**src/rtl/rr_mux_reg_pkg.sv**
```systemverilog
// Shared constants and helpers for the round-robin mux register and its arbiter.
package rr_mux_pkg;

    localparam int ARB_RR    = 0;
    localparam int ARB_FIXED = 1;

    // Channel-index width; never narrower than one bit.
    function automatic int ch_width(input int n);
        return (n <= 2) ? 1 : $clog2(n);
    endfunction

endpackage

```
**src/rtl/rr_mux_reg_arbiter.sv**
```systemverilog
// Request arbiter: round-robin from a rotating pointer, or fixed priority with channel 0 highest.
module rr_arbiter
    import rr_mux_pkg::*;
#(
    parameter int  NUM_CH   = 4,
    parameter int  ARB_MODE = ARB_RR,
    localparam int CH_W     = ch_width(NUM_CH)
) (
    input  logic              clk,
    input  logic              reset,
    input  logic [NUM_CH-1:0] req_i,
    input  logic              advance_i,
    output logic [NUM_CH-1:0] grant_o,
    output logic [CH_W-1:0]   grant_idx_o
);

    logic [CH_W-1:0] rr_ptr_q;
    logic [CH_W-1:0] rr_ptr_d;

    always_comb begin
        logic [CH_W-1:0] idx;
        logic            found;
        grant_o     = '0;
        grant_idx_o = '0;
        found       = 1'b0;
        idx         = '0;
        for (int k = 0; k < NUM_CH; k++) begin
            if (ARB_MODE == ARB_FIXED) begin
                idx = CH_W'(k);
            end else begin
                idx = CH_W'((int'(rr_ptr_q) + k) % NUM_CH);
            end
            if (!found && req_i[idx]) begin
                found       = 1'b1;
                grant_o[idx] = 1'b1;
                grant_idx_o = idx;
            end
        end
    end

    // Pointer moves past the winner only when its word is actually taken.
    always_comb begin
        rr_ptr_d = rr_ptr_q;
        if (advance_i) begin
            rr_ptr_d = (grant_idx_o == CH_W'(NUM_CH - 1)) ? '0 : grant_idx_o + CH_W'(1);
        end
    end

    always_ff @(posedge clk) begin
        if (reset) begin
            rr_ptr_q <= '0;
        end else begin
            rr_ptr_q <= rr_ptr_d;
        end
    end

endmodule

```
**src/rtl/rr_mux_reg.sv**
```systemverilog
// N-channel valid/ready arbiter feeding one registered output stage.
// Optional 1-entry skid buffer behind the output register: define RR_MUX_REG_SKID_EN.
module rr_mux_reg
    import rr_mux_pkg::*;
#(
    parameter int  WIDTH    = 16,
    parameter int  NUM_CH   = 4,
    parameter int  ARB_MODE = ARB_RR,
    localparam int CH_W     = ch_width(NUM_CH)
) (
    input  logic                    clk,
    input  logic                    reset,
    input  logic [NUM_CH-1:0]       in_valid_i,
    input  logic [NUM_CH*WIDTH-1:0] in_data_i,
    output logic [NUM_CH-1:0]       in_ready_o,
    output logic                    out_valid_o,
    output logic [WIDTH-1:0]        out_data_o,
    output logic [CH_W-1:0]         out_ch_o,
    input  logic                    out_ready_i
);

    logic [NUM_CH-1:0] grant;
    logic [CH_W-1:0]   grant_idx;
    logic              load;
    logic              xfer_in;
    logic [WIDTH-1:0]  ch_data [NUM_CH];
    logic [WIDTH-1:0]  sel_data;

    logic              out_valid_q, out_valid_d;
    logic [WIDTH-1:0]  out_data_q,  out_data_d;
    logic [CH_W-1:0]   out_ch_q,    out_ch_d;

    for (genvar i = 0; i < NUM_CH; i++) begin : g_unpack
        assign ch_data[i] = in_data_i[i*WIDTH +: WIDTH];
    end

    rr_arbiter #(
        .NUM_CH   (NUM_CH),
        .ARB_MODE (ARB_MODE)
    ) u_arb (
        .clk         (clk),
        .reset       (reset),
        .req_i       (in_valid_i),
        .advance_i   (xfer_in),
        .grant_o     (grant),
        .grant_idx_o (grant_idx)
    );

    assign sel_data   = ch_data[grant_idx];
    assign in_ready_o = grant & {NUM_CH{load}};
    assign xfer_in    = |grant & load;

`ifdef RR_MUX_REG_SKID_EN
    logic              skid_full_q, skid_full_d;
    logic [WIDTH-1:0]  skid_data_q, skid_data_d;
    logic [CH_W-1:0]   skid_ch_q,   skid_ch_d;

    // Acceptance depends only on local state, so out_ready never reaches in_ready.
    assign load = ~skid_full_q;

    always_comb begin
        out_valid_d = out_valid_q;
        out_data_d  = out_data_q;
        out_ch_d    = out_ch_q;
        skid_full_d = skid_full_q;
        skid_data_d = skid_data_q;
        skid_ch_d   = skid_ch_q;
        if (~out_valid_q | out_ready_i) begin
            if (skid_full_q) begin
                out_valid_d = 1'b1;
                out_data_d  = skid_data_q;
                out_ch_d    = skid_ch_q;
                skid_full_d = 1'b0;
            end else if (xfer_in) begin
                out_valid_d = 1'b1;
                out_data_d  = sel_data;
                out_ch_d    = grant_idx;
            end else begin
                out_valid_d = 1'b0;
            end
        end else if (xfer_in) begin
            skid_full_d = 1'b1;
            skid_data_d = sel_data;
            skid_ch_d   = grant_idx;
        end
    end

    always_ff @(posedge clk) begin
        if (reset) begin
            skid_full_q <= 1'b0;
            skid_data_q <= '0;
            skid_ch_q   <= '0;
        end else begin
            skid_full_q <= skid_full_d;
            skid_data_q <= skid_data_d;
            skid_ch_q   <= skid_ch_d;
        end
    end
`else
    assign load = ~out_valid_q | out_ready_i;

    always_comb begin
        out_valid_d = out_valid_q;
        out_data_d  = out_data_q;
        out_ch_d    = out_ch_q;
        if (xfer_in) begin
            out_valid_d = 1'b1;
            out_data_d  = sel_data;
            out_ch_d    = grant_idx;
        end else if (out_ready_i) begin
            out_valid_d = 1'b0;
        end
    end
`endif

    always_ff @(posedge clk) begin
        if (reset) begin
            out_valid_q <= 1'b0;
            out_data_q  <= '0;
            out_ch_q    <= '0;
        end else begin
            out_valid_q <= out_valid_d;
            out_data_q  <= out_data_d;
            out_ch_q    <= out_ch_d;
        end
    end

    assign out_valid_o = out_valid_q;
    assign out_data_o  = out_data_q;
    assign out_ch_o    = out_ch_q;

endmodule

```
**config.mk**
```make
export PLATFORM = sky130hd
export DESIGN_NAME = rr_mux_reg
export DESIGN_NICKNAME = d
export VERILOG_FILES = /design/src/rtl/rr_mux_reg_pkg.sv /design/src/rtl/rr_mux_reg_arbiter.sv /design/src/rtl/rr_mux_reg.sv
export SDC_FILE = /design/constraint.sdc
export NUM_CORES = 1
export LEC_CHECK = 0
export ABC_CLOCK_PERIOD_IN_PS = 3700
export CAP_MARGIN = 10
export CORE_ASPECT_RATIO = 2
export CORE_MARGIN = 4
export CORE_UTILIZATION = 40
export CTS_BUF_LIST = sky130_fd_sc_hd__clkbuf_4 sky130_fd_sc_hd__clkbuf_8
export DETAILED_ROUTE_END_ITERATION = 8
export PLACE_DENSITY = 0.82
export SETUP_SLACK_MARGIN = 0.02
export SLEW_MARGIN = 25
export SYNTH_ARGS = -nofsm -noshare
export SYNTH_HDL_FRONTEND = slang
export SYNTH_HIERARCHICAL = 1
export SYNTH_SLANG_ARGS = --single-unit
```
**constraint.sdc**
```tcl
create_clock -name clk -period 3.7 [get_ports clk]
set_clock_uncertainty 0.1 [all_clocks]
set_input_delay 0.74 -clock clk [delete_from_list [all_inputs] [get_ports clk]]
set_output_delay 0.74 -clock clk [all_outputs]
set_load 0.01 [all_outputs]
```
==> results of run 1 <==
## power groups by stage
stage / sequential, mW / combinational, mW / clock [mW]
floorplan: 0.386 / 1.29 / 0
global placement: 0.350 / 1.82 / 0
detailed placement: 0.353 / 1.86 / 0
CTS: 0.348 / 1.87 / 0.156
global route: 0.356 / 2.03 / 0.167
finish: 0.348 / 1.86 / 0.154
## synth_stat cells, drive strengths merged (2+ instances only)
cell	count	area (µm²)
clkbuf	5	18.8
nand3	19	150
a21oi	19	133
a22oi	8	60.1
nand2	4	15.0
ha	5	62.6
dfxtp	21	420
mux2i	2	20.0
o21ai	25	125
nor2	3	11.3
nand2b	2	12.5
buf	11	93.8
nor2b	2	12.5
mux4	20	450
inv	3	11.3
and2	4	25.0
## repair_timing
item                       4_1_cts  5_1_grt
pin swaps                        0        1
gates resized for setup          8        5
setup endpoints to repair        4        4
buffers inserted                 3        1
## registers in the layout, indices dropped and copies added, names as in the netlist, named ones only
signal / count
out_valid_o: 1
u_arb/rr_ptr_q: 1
out_data_o: 16
out_ch_o: 2
## layer usage
metal  part of all wire  vias up
met5                  0        -
met1               0.32      867
met3              0.049       18
met2               0.59       67
met4              0.042        0
li1                   -      844
## layout make-up
type,instances,area (µm²)
Fill cell,335,1270
Multi-Input combinational cell,123,1200
Timing Repair Buffer,115,1110
Sequential cell,21,420
Tap cell,52,65.1
Clock buffer,4,48.8
Inverter,3,11.3
## layout by cell type, fill, tap and decap left out, types with 8 or more instances in the layout
cell type         n
nand3_2          11
mux4_2           20
buf_4            20
nand3_1           8
a21oi_1           9
o21ai_0          23
a22oi_1           8
a21oi_2          10
dfxtp_1          21
clkdlybuf4s50_1  84
## worst max-delay path by stage
stage	start	to	slack (ps)	cells past startpoint
3_3_place_gp	in_valid_i[2]	in_ready_o[0]	-160	7
6_report	in_valid_i[0]	in_ready_o[1]	230	8
2_1_floorplan	flop	out_data_o[0]	690	12
3_5_place_dp	in_valid_i[0]	in_ready_o[2]	-210	7
5_1_grt	in_valid_i[0]	in_ready_o[1]	130	8
4_1_cts	in_valid_i[1]	in_ready_o[0]	40	8
## cell families (layout without fill, tap and decap cells)
| logic type | after synthesis | in the layout | synth area share |
|---|---|---|---|
| adders and majority gates | 5 | 5 | 0.0361 |
| and+or+nand+nor | 38 | 38 | 0.159 |
| DFF | 21 | 21 | 0.243 |
| muxes | 23 | 23 | 0.278 |
| AOI/OAI and AO/OA | 57 | 57 | 0.212 |
| buffers and inverters | 19 | 122 | 0.0715 |
## tightest hold or removal path, cell delays in order (launching register included)
cell and delay, ps:
dfxtp_1 310, o21ai_0 70, a21oi_1 70
## through the flow
stage | instances | utilization | setup WS (ps) | area [µm²]
final | 318 | 0.692 | 233 | 2860
after floorplan | 163 | - | 688 | 1730
after detailed placement | 310 | 0.674 | -211 | 2780
after global routing | 318 | 0.692 | 132 | 2860
after CTS | 317 | 0.690 | 35.1 | 2850
after global placement | 310 | 0.674 | -164 | 2780
==> results by group, run 1 <==
Run status
  • Run status: complete, no violations

Route
  • DRC: 0
  • Vias: roughly 1800
  • Final Routed Wirelength: ~5600 µm
  • Pre-antenna DRT Iters: 4
  • Via/cell ratio: around 5.6
  • Wirelength per Cell: 17.6 µm
  • Iter 0 DRT Violations: 34
  • ANT nets after route: 0

Critical path
  • Critical Path Sink Type: output port
  • Worst path max stage delay: around 500 ps
  • RR Endpoint: out_data_o[7]
  • WS Path Type: primary input to output port
  • Critical-path top delay cell: mux4_2
  • Crit-path cells: dlygate4sd2_1 -> mux4_2 -> nor4b_4 -> buf_4 -> a22oi_1 -> o21ai_0 -> and2_1 -> clkdlybuf4s15_1
  • Buf+Inv Stages, Crit Path: 3
  • Cell family with most CP delay: buffers and inverters
  • Worst EP required: about 2900 ps
  • WP data arrival: 2630 ps
  • R2R setup slack: 630 ps
  • Register-to-Register Path Depth: 10
  • Worst setup SP type: primary input
  • Crit-path max FO: 5

Power
  • Total power: 2.36 mW
  • Seq pwr share: 0.147
  • Maximum VDD drop: 0.703 mV
  • Combinational share of power: 0.787
  • PwrDens: roughly 830 nW/µm²
  • Internal power: between 1 and 1.5 mW
  • Clk pwr share: 0.065
  • Leak Pwr: approximately 1.1 nW
  • Switching share of total power: 0.424
  • Switching pwr: approximately 1.0 mW

Global routing
  • Met1 global-route usage: 0.227
  • Gr busiest metal: met2
  • Vias in the first global route: 1945
  • GR Overflow Total: 0
  • First-pass GRT wire length: between 9000 and 10000 µm
  • Met3 usage: 0.0178
  • GRT Total Usage: 0.220
  • Grt met2 use: 0.413
  • Largest net degree at the start of global routing: 22
  • Initial antenna violation count: 0

Finish
  • Area delta synth->final: 65.0%
  • Final nets: roughly 340
  • Antenna cells: 0
  • Share of cells above drive strength 1: 0.289

Placed design
  • IO buf count: 93
  • Global placer's final weighted congestion: roughly 0.85
  • Post-DP HPWL: 4550 µm

Yosys
  • Synthesized area per cell: about 11 µm²
  • Ys Warns: 6
  • Most used DFF post-synth: dfxtp_1
  • Cell Area, Synth: around 1700 µm²
  • Register area share after synthesis: 0.243
  • FF+latch count, synth: 21
  • Number of flops mapped to enable cells by yosys: 0
  • Synth cell types: 32
  • Async SR Flop Fraction: 0
  • Syn_nets: ~240
  • Cell count after synthesis: between 150 and 200

Clock tree
  • CTS tree: done
  • Hold buffer count at CTS: 0
  • Clk buf depth: 2
  • H-tree levels: 1
  • CTS clk-pin slew, worst paths: approximately 70 ps
  • Clock Sinks: 21
  • CTS Buf Count: 3
  • Clock latency on the worst-skew pair: approximately 250 ps
  • Clock root cell: clkbuf_8

Timing
  • Slew @ Worst Pin: between 600 and 700 ps
  • Number of failing hold endpoints at the final stage: 0
  • Setup TNS: 0 ps
  • Tmin final: ~3500 ps
  • Hold Slack: roughly 390 ps
  • Max-Slew Margin vs Limit: 0.581
  • Final setup violation count: 0
  • RSZ-0062 raised after global routing: no
  • Max-slew violation count: 0
  • Fmax achieved: about 0.29 GHz
  • Final period util: 0.937

Die
  • Die Y-Extent: a little over 100 µm
  • Core Footprint: ~4100 µm²
  • Starting Density: 0.419
  • IO Count: 94
  • Total die area: roughly 5500 µm²
  • DIE WIDTH: around 55 µm
  • Core Rows: 33

Hold path
  • Worst hold path class: flop to flop
  • Hold Path Depth: 2
  • Hold worst-path end: out_data_o[6]
  • Hold Startpoint: out_data_o[6]

Flow run
  • Max Cap Viol: 0
(Power assumes the default switching activity.)
==> run 2, diff against run 1 <==
Settings changed: SLEW_MARGIN 25 to default.
==> run 2 against run 1 <==
Hold slack about the same. Critical endpoint unchanged. Critical path depth is the same. Wire length fell by 0.34%. Die area stayed put. Register-to-register slack lost 20 ps. Global-route usage unchanged. Power barely moved. Combinational power about the same. Final cell count stayed put. Sequential cell count unchanged. Largest cell class unchanged.
==> results by group, run 2 (synthesis gave the netlist of run 1 again) <==
Run status
  • Run status: complete, no violations (unchanged)

Global routing
  • First-pass GRT wire length: 9010 µm (unchanged)
  • Largest net degree at the start of global routing: 22 (unchanged)
  • Met1 global-route usage: 0.227 (unchanged)
  • Initial antenna violation count: 0 (unchanged)
  • GR Overflow Total: 0 (unchanged)
  • Grt met2 use: 0.413 (unchanged)
  • GRT Total Usage: 0.220 (unchanged)
  • Met3 usage: 0.0178 (unchanged)
  • Vias in the first global route: 1945 (unchanged)
  • Gr busiest metal: met2 (unchanged)

Route
  • DRC: 0 (unchanged)
  • Vias: 1772 (was 1796)
  • ANT nets after route: 0 (unchanged)
  • Iter 0 DRT Violations: 44 (was 34)
  • Final Routed Wirelength: 5590 µm (was 5610 µm)
  • Wirelength per Cell: 17.6 µm (about the same)
  • Pre-antenna DRT Iters: 4 (unchanged)
  • Via/cell ratio: 5.57 (was 5.65)

Placed design
  • IO buf count: 93 (unchanged)
  • Dpl cells: 310 (unchanged)
  • Placed Area: 2780 µm² (unchanged)
  • Global placer's final weighted congestion: 0.846 (unchanged)
  • Post-DP HPWL: 4550 µm (unchanged)

Power
  • Total power: 2.36 mW (about the same)
  • Leak Pwr: 1.08 nW (about the same)
  • Maximum VDD drop: 0.698 mV (was 0.703 mV)
  • PwrDens: 825 nW/µm² (about the same)

Critical path
  • Worst Setup EP: in_ready_o[1] (unchanged)
  • Crit. Startpoint: in_valid_i[0] (unchanged)
  • WS Path Type: primary input to output port (unchanged)
  • Worst EP required: 2860 ps (about the same)
  • Register-to-Register Path Depth: 10 (unchanged)
  • Worst setup SP type: primary input (unchanged)
  • Crit-path max FO: 5 (unchanged)
  • RR Endpoint: out_ch_o[0] (was out_data_o[7])
  • WP data arrival: 2630 ps (about the same)
  • Critical Path Sink Type: output port (unchanged)
  • R2R setup slack: 610 ps (was 630 ps)

Finish
  • Final nets: 343 (unchanged)
  • Layout Cells excl Fill: 318 (unchanged)
  • Max reg flops: 16 (unchanged)
  • Filler instances: 331 (was 335)
  • Commonest non-fill, non-tap cells in the layout: 85 x clkdlybuf4s50_1, 23 x o21ai_0, 21 x dfxtp_1 (was 84 x clkdlybuf4s50_1, 23 x o21ai_0, 21 x dfxtp_1)
  • Commonest non-fill, non-tap cell in the layout: clkdlybuf4s50_1 (unchanged)
  • Register area: 420 µm² (unchanged)
  • Share of cells above drive strength 1: 0.282 (was 0.289)
  • Design area: 2860 µm² (about the same)
  • Antenna cells: 0 (unchanged)
  • Multi-input logic area: 1190 µm² (was 1200 µm²)
  • Area delta synth->final: 65.2% (was 65.0%)

Timing
  • Max-Slew Margin vs Limit: 0.280 (was 0.581)
  • Tmin final: 3470 ps (about the same)
  • Slew @ Worst Pin: 1080 ps (was 625 ps)
  • Number of failing hold endpoints at the final stage: 0 (unchanged)
  • Max-slew violation count: 0 (unchanged)
  • Final period util: 0.938 (was 0.937)
  • Final setup violation count: 0 (unchanged)
  • RSZ-0062 raised after global routing: no (unchanged)
  • Hold Slack: 388 ps (about the same)
  • Fmax achieved: 0.288 GHz (about the same)

Clock tree
  • Clock latency on the worst-skew pair: 260 ps (was 250 ps)
  • CTS Buf Count: 3 (unchanged)
  • H-tree levels: 1 (unchanged)
  • CTS clk-pin slew, worst paths: 70 ps (about the same)
  • Clock Sinks: 21 (unchanged)
  • Hold buffer count at CTS: 0 (unchanged)
  • Clock root cell: clkbuf_8 (unchanged)
  • Clk buf depth: 2 (unchanged)
  • CTS tree: done (unchanged)

Flow run
  • Max Cap Viol: 0 (unchanged)

Die
  • Starting Density: 0.419 (unchanged)
  • Core Footprint: 4130 µm² (unchanged)
  • Total die area: 5510 µm² (unchanged)
  • DIE WIDTH: 54.5 µm (unchanged)
  • Core Rows: 33 (unchanged)
  • Die Y-Extent: 101 µm (unchanged)
  • IO Count: 94 (unchanged)

Hold path
  • Worst hold path class: flop to flop (unchanged)
-- run 2: worst min path at each step --
stage                         startpoint  depth (start not counted)        endpoint
final                     out_data_o[10]                          2  out_data_o[10]
after global routing      out_data_o[15]                          2  out_data_o[15]
after CTS                  out_data_o[9]                          2   out_data_o[9]
after detailed placement   out_data_o[9]                          2   out_data_o[9]
after global placement     out_data_o[8]                          2   out_data_o[8]
after floorplan              out_ch_o[0]                          2     out_ch_o[0]
-- run 2: critical path: stages --
cell	delay [ps]
dlygate4sd2_1	270
mux4_2	510
nor4b_4	370
buf_4	180
a22oi_1	50
o21ai_0	110
and2_1	150
clkdlybuf4s15_1	240
-- run 2: power by group --
| group | internal (mW) | switching [mW] | leakage (nW) |
|---|---|---|---|
| combinational | 0.964 | 0.893 | 0.880 |
| sequential | 0.310 | 0.0380 | 0.173 |
| clock | 0.0839 | 0.0711 | 0.0262 |
| total | 1.36 | 1.00 | 1.08 |
-- run 2: cell type report --
class | instances | area share
multi-input cells | 123 | 0.418
repair buffers | 115 | 0.392
flip-flops and latches | 21 | 0.147
well taps | 52 | 0.0227
clock buffers | 4 | 0.0171
inverters | 3 | 0.00394
-- run 2: metal layers --
metal,share of wire,up-vias
met3,0.044,20
met1,0.32,847
met4,0.041,0
li1,-,841
met2,0.59,64
met5,0,-
-- run 2: what timing repair did --
action / in CTS / in global routing
endpoints found under the setup margin: 4 / 4
resized for setup: 8 / 5
setup buffers: 3 / 1
pin swaps: 0 / 1
cloned: 0 / 0
-- run 2: metrics by stage --
step                       util  setup slack, ps  setup TNS, ps
final                     0.693              231              0
after global routing      0.693              132              0
after CTS                 0.690             35.1              0
after detailed placement  0.674             -211           -810
after global placement    0.674             -164           -621
after floorplan               -              688              0
==> patch 1, RTL diff (settings of run 1) <==
`NUM_CH` is set to 4 in 2 places; all go to 8.
--- a/src/rtl/rr_mux_reg_arbiter.sv
+++ b/src/rtl/rr_mux_reg_arbiter.sv
@@ -4,3 +4,3 @@
 #(
-    parameter int  NUM_CH   = 4,
+    parameter int  NUM_CH   = 8,
     parameter int  ARB_MODE = ARB_RR,
--- a/src/rtl/rr_mux_reg.sv
+++ b/src/rtl/rr_mux_reg.sv
@@ -6,3 +6,3 @@
     parameter int  WIDTH    = 16,
-    parameter int  NUM_CH   = 4,
+    parameter int  NUM_CH   = 8,
     parameter int  ARB_MODE = ARB_RR,
Ports: changed (resized in_data_i, in_ready_o, in_valid_i and out_ch_o); port bits go from 94 to 167. No check against the original RTL was run, so the function may have changed too.
==> patch 1 against run 1 <==
  * The flow now finishes with violations (negative setup slack)
  * First-iteration DRC count increased to 7.2 times the old value
  * Synthesized cell count rose by 120%
  * Total power rose to 2.8 times the old value
  * Setup slack got worse by 950 ps
  * Maximum frequency fell by 22%
  * Register-to-register slack got worse by 1300 ps
  * Final area increased by 120%
  * Routed wire length rose to 2.9 times the old value
  * Synthesized area rose by 94%
  * Non-clock buffer count rose by 163
  * Sequential cell count rose by 2
  * Largest power group unchanged
==> patch 1: results (changes against run 1) <==
| Metric | Value |
|---|---|
| R2R setup slack | -720 ps (-1350 ps) |
| Final WL | 16.4 mm (+190%) |
| Final setup vio count | 31 (+31) |
| Hold_sp | out_ch_o[1] |
| Max incr delay on CP | 550 ps (+40 ps) |
| Worst setup EP type | flip-flop |
| Syn nets | 501 (+110%) |
| Post-CTS Setup Bufs | 11 (+8) |
| Via count | 4147 (+130%) |
| Hold Path End | out_ch_o[1] |
| Rel. slew slack | 45.2% (-13 points) |
| P_leak | 2.47 nW (+130%) |
| Fin worst setup slack | -719 ps (-952 ps) |
| DR WL met3 | 1.03 mm (+270%) |
| Global-route wire length before repair | 22.9 mm (+150%) |
| Clock Latency Late Sink | 270 ps (+20 ps) |
| Status | finished with violations |
| GR Layer Usage met1 | 25.2% (+2.5 points) |
| Post-synthesis sequential area ratio | 13.7% (-11 points) |
| Top cells by count, synth | mux2i_1 (47), nor2_1 (30), mux4_2 (27), dfxtp_1 (23), o22ai_1 (19) |
| Setup TNS | -18220 ps (-18220 ps) |
| Critical Path Start | u_arb/rr_ptr_q[1] |
| Vias in the first global route | 4373 (+120%) |
| Via/cell ratio | 5.89 (+4.3%) |
| Met2 wire len | 9.38 mm (+180%) |
| Worst Hold Slack | 380 ps (-7.50 ps) |
| Worst EP arrival | 4470 ps (+1840 ps) |
| Post-place setup slack | -1160 ps (-952 ps) |
| Cells after Synth | 354 (+120%) |
| Placed cell count | 678 (+120%) |
| Slowest CP cell | or4_4 |
| R2R depth | 20 (+10) |
| Internal power | 0.00344 W (+150%) |
| M3 GR Usage | 5.48% (+3.7 points) |
| 1st-iter DRT viols | 246 (+620%) |
| Failing checks | negative setup slack |
| Met2 Use GR | 61.2% (+20 points) |
| Port-buffer cells | 166 (+78%) |
-- patch 1: changes by cell type in the layout (fill, tap and decap cells not counted), moves of 17 or more --
cell,before,now
buf_4,20,94
a211oi_2,0,17
o22ai_1,0,17
buf_6,0,17
nor2_1,3,22
clkdlybuf4s50_1,84,150
mux2i_1,2,43
-- patch 1: kinds of logic (layout without fill, tap and decap cells) --
| logic type | Yosys count | in the layout | synth area share (%) |
|---|---|---|---|
| AND/OR/NAND/NOR | 111 | 111 | 18.1 |
| multiplexers | 83 | 83 | 36.1 |
| flip-flops | 23 | 23 | 13.7 |
| AO/OA/AOI/OAI | 89 | 89 | 20.4 |
| buffers and inverters | 36 | 288 | 7.67 |
| XOR/XNOR | 4 | 4 | 1.04 |
| adder cells (fa/ha/maj) | 8 | 8 | 2.98 |
-- patch 1: layout make-up --
class,instances,area (um2)
timing repair buffer,278,2640
inverter,6,28.8
tap,98,123
sequential,23,464
multi-input combinational,295,2950
clock buffer,4,48.8
fill,555,1980
==> patch 2, RTL diff (config.mk and constraints of run 1) <==
Without the edit above. `out_data_q` no longer has a reset.
--- a/src/rtl/rr_mux_reg.sv
+++ b/src/rtl/rr_mux_reg.sv
@@ -118,3 +118,2 @@
             out_valid_q <= 1'b0;
-            out_data_q  <= '0;
             out_ch_q    <= '0;
@@ -122,5 +121,8 @@
             out_valid_q <= out_valid_d;
-            out_data_q  <= out_data_d;
             out_ch_q    <= out_ch_d;
         end
+    end
+
+    always_ff @(posedge clk) begin
+        out_data_q <= out_data_d;
     end
Behaviour: not the same (Yosys sat finds a counterexample within 4 cycles, from zero or initial values and one cycle with reset high).
==> patch 2 against run 1 <==
  * Total power decreased by 10%
  * Final area decreased by 7.7%
  * Sequential share of layout area increased by 7.3 points
  * Setup slack worse by 110 ps
  * Sequential cell count unchanged
  * Critical path depth unchanged
  * Routed wire length fell by 14%
  * Synthesized area down 11%
==> patch 2: results (changes against run 1) <==
| Metric | Value |
|---|---|
| R2R setup slack | 720 ps (+90 ps) |
| Comb power | 0.00146 W (-22%) |
| Top cells by count, synth | edfxtp_1 (16), mux4_2 (13), a22oi_1 (8), mux4_1 (7), o21ai_0 (6) |
| Synth area leaders | edfxtp_1 (31%), mux4_2 (19%), mux4_1 (12%) |
| Largest net degree at the start of global routing | 23 (+4.5%) |
| RR Endpoint | out_data_o[12] |
| Post-Synth Adder-Cell Area | 4.07% (+0.46 points) |
| Hold Path End | out_ch_o[1] |
| Sw Share | 35.9% (-6.5 points) |
| GP Congestion | 0.846 (about the same) |
| Clk pin slew, worst setup/hold paths | 70 ps (about the same) |
| Post-synth cell types | 31 (-3.1%) |
| Fmax | 0.279 GHz (-3.2%) |
| Crit path capture | in_ready_o[2] |
| Synth Area in Compound Gates | 10.1% (-11 points) |
| Power Density | 803 mW/mm2 (-2.7%) |
| Hold Crit Depth | 2 (unchanged) |
| M1 wire length | 1.61 mm (-9.4%) |
| Count leader, synth | edfxtp_1 |
| Critical Path Start | in_valid_i[3] |
| Post-synthesis sequential area ratio | 37.8% (+14 points) |
| Layout cells sized above 1 | 19.2% (-9.7 points) |
| Final WL | 4.81 mm (-14%) |
| CTS buffer count | 3 (unchanged) |
| Hold_sp | out_ch_o[1] |
| Dpl cell area | 0.00258 mm2 (-7.2%) |
| Mux cell area share after synthesis | 34.4% (+6.6 points) |
| Slowest CP cell | mux4_2 |
| Global-route wire length before repair | 7.13 mm (-21%) |
| M3 GR Usage | 4.23% (+2.4 points) |
| GRT Overall Usage | 20.1% (-1.9 points) |
| P_leak | 0.995 nW (-7.9%) |
| Clock share of power | 7.2% (+0.7 points) |
| Largest register FFs | 16 (unchanged) |
| Met2 wire len | 2.72 mm (-18%) |
| Via count | 1409 (-22%) |
| GR Layer Usage met1 | 19.3% (-3.4 points) |
| Rel. slew slack | 69.4% (+11 points) |
| Fillcell total | 273 (-19%) |
| DR WL met3 | 415 um (+50%) |
| XOR/XNOR share of the synthesized area | 0% (unchanged) |
| Met2 Use GR | 39.8% (-1.5 points) |
| Post-place setup slack | -264 ps (-53.3 ps) |
| R2R depth | 8 (-2) |
| Syn nets | 180 (-25%) |
| Max FO, Critical Path | 4 (-1) |
| Hpwl dp | 4.00 mm (-12%) |
| Vias in the first global route | 1456 (-25%) |
| EDFF count, synth | 16 (+16) |
| Max incr delay on CP | 530 ps (+20 ps) |
| Drt first pass iters | 4 (unchanged) |
| Worst vdd ir | 0.578 mV (-18%) |
| Worst Hold Slack | 398 ps (+9.93 ps) |
| Status | completed |
| Final Net Count | 285 (-17%) |
| 1st-iter DRT viols | 40 (+18%) |
| Worst EP arrival | 2740 ps (+110 ps) |
==> patch 2: per-stage QoR <==
step           utilization [%]  std cells
2_1_floorplan                -        104
3_3_place_gp              70.8        251
3_5_place_dp              70.8        251
4_1_cts                   72.4        257
5_1_grt                   72.3        257
6_report                  72.3        257
==> patch 2: critical path, delay by kind of cell <==
kind / cells / cell delay (ps)
and+or+nand+nor: 2 / 530
muxes: 1 / 530
buffers and inverters: 3 / 750
AOI/OAI and AO/OA: 2 / 180
==> patch 2: cell type report <==
class | count | share of cell area [%]
flip-flops and latches | 21 | 22.0
well taps | 49 | 2.33
inverters | 4 | 0.570
repair buffers | 106 | 39.3
multi-input cells | 73 | 33.9
clock buffers | 4 | 1.85
==> patch 2: what timing repair did <==
action                     4_1_cts  5_1_grt
resized for setup               11        5
buffers inserted                 2        0
setup endpoints to repair        4        4
pin swaps                        1        1
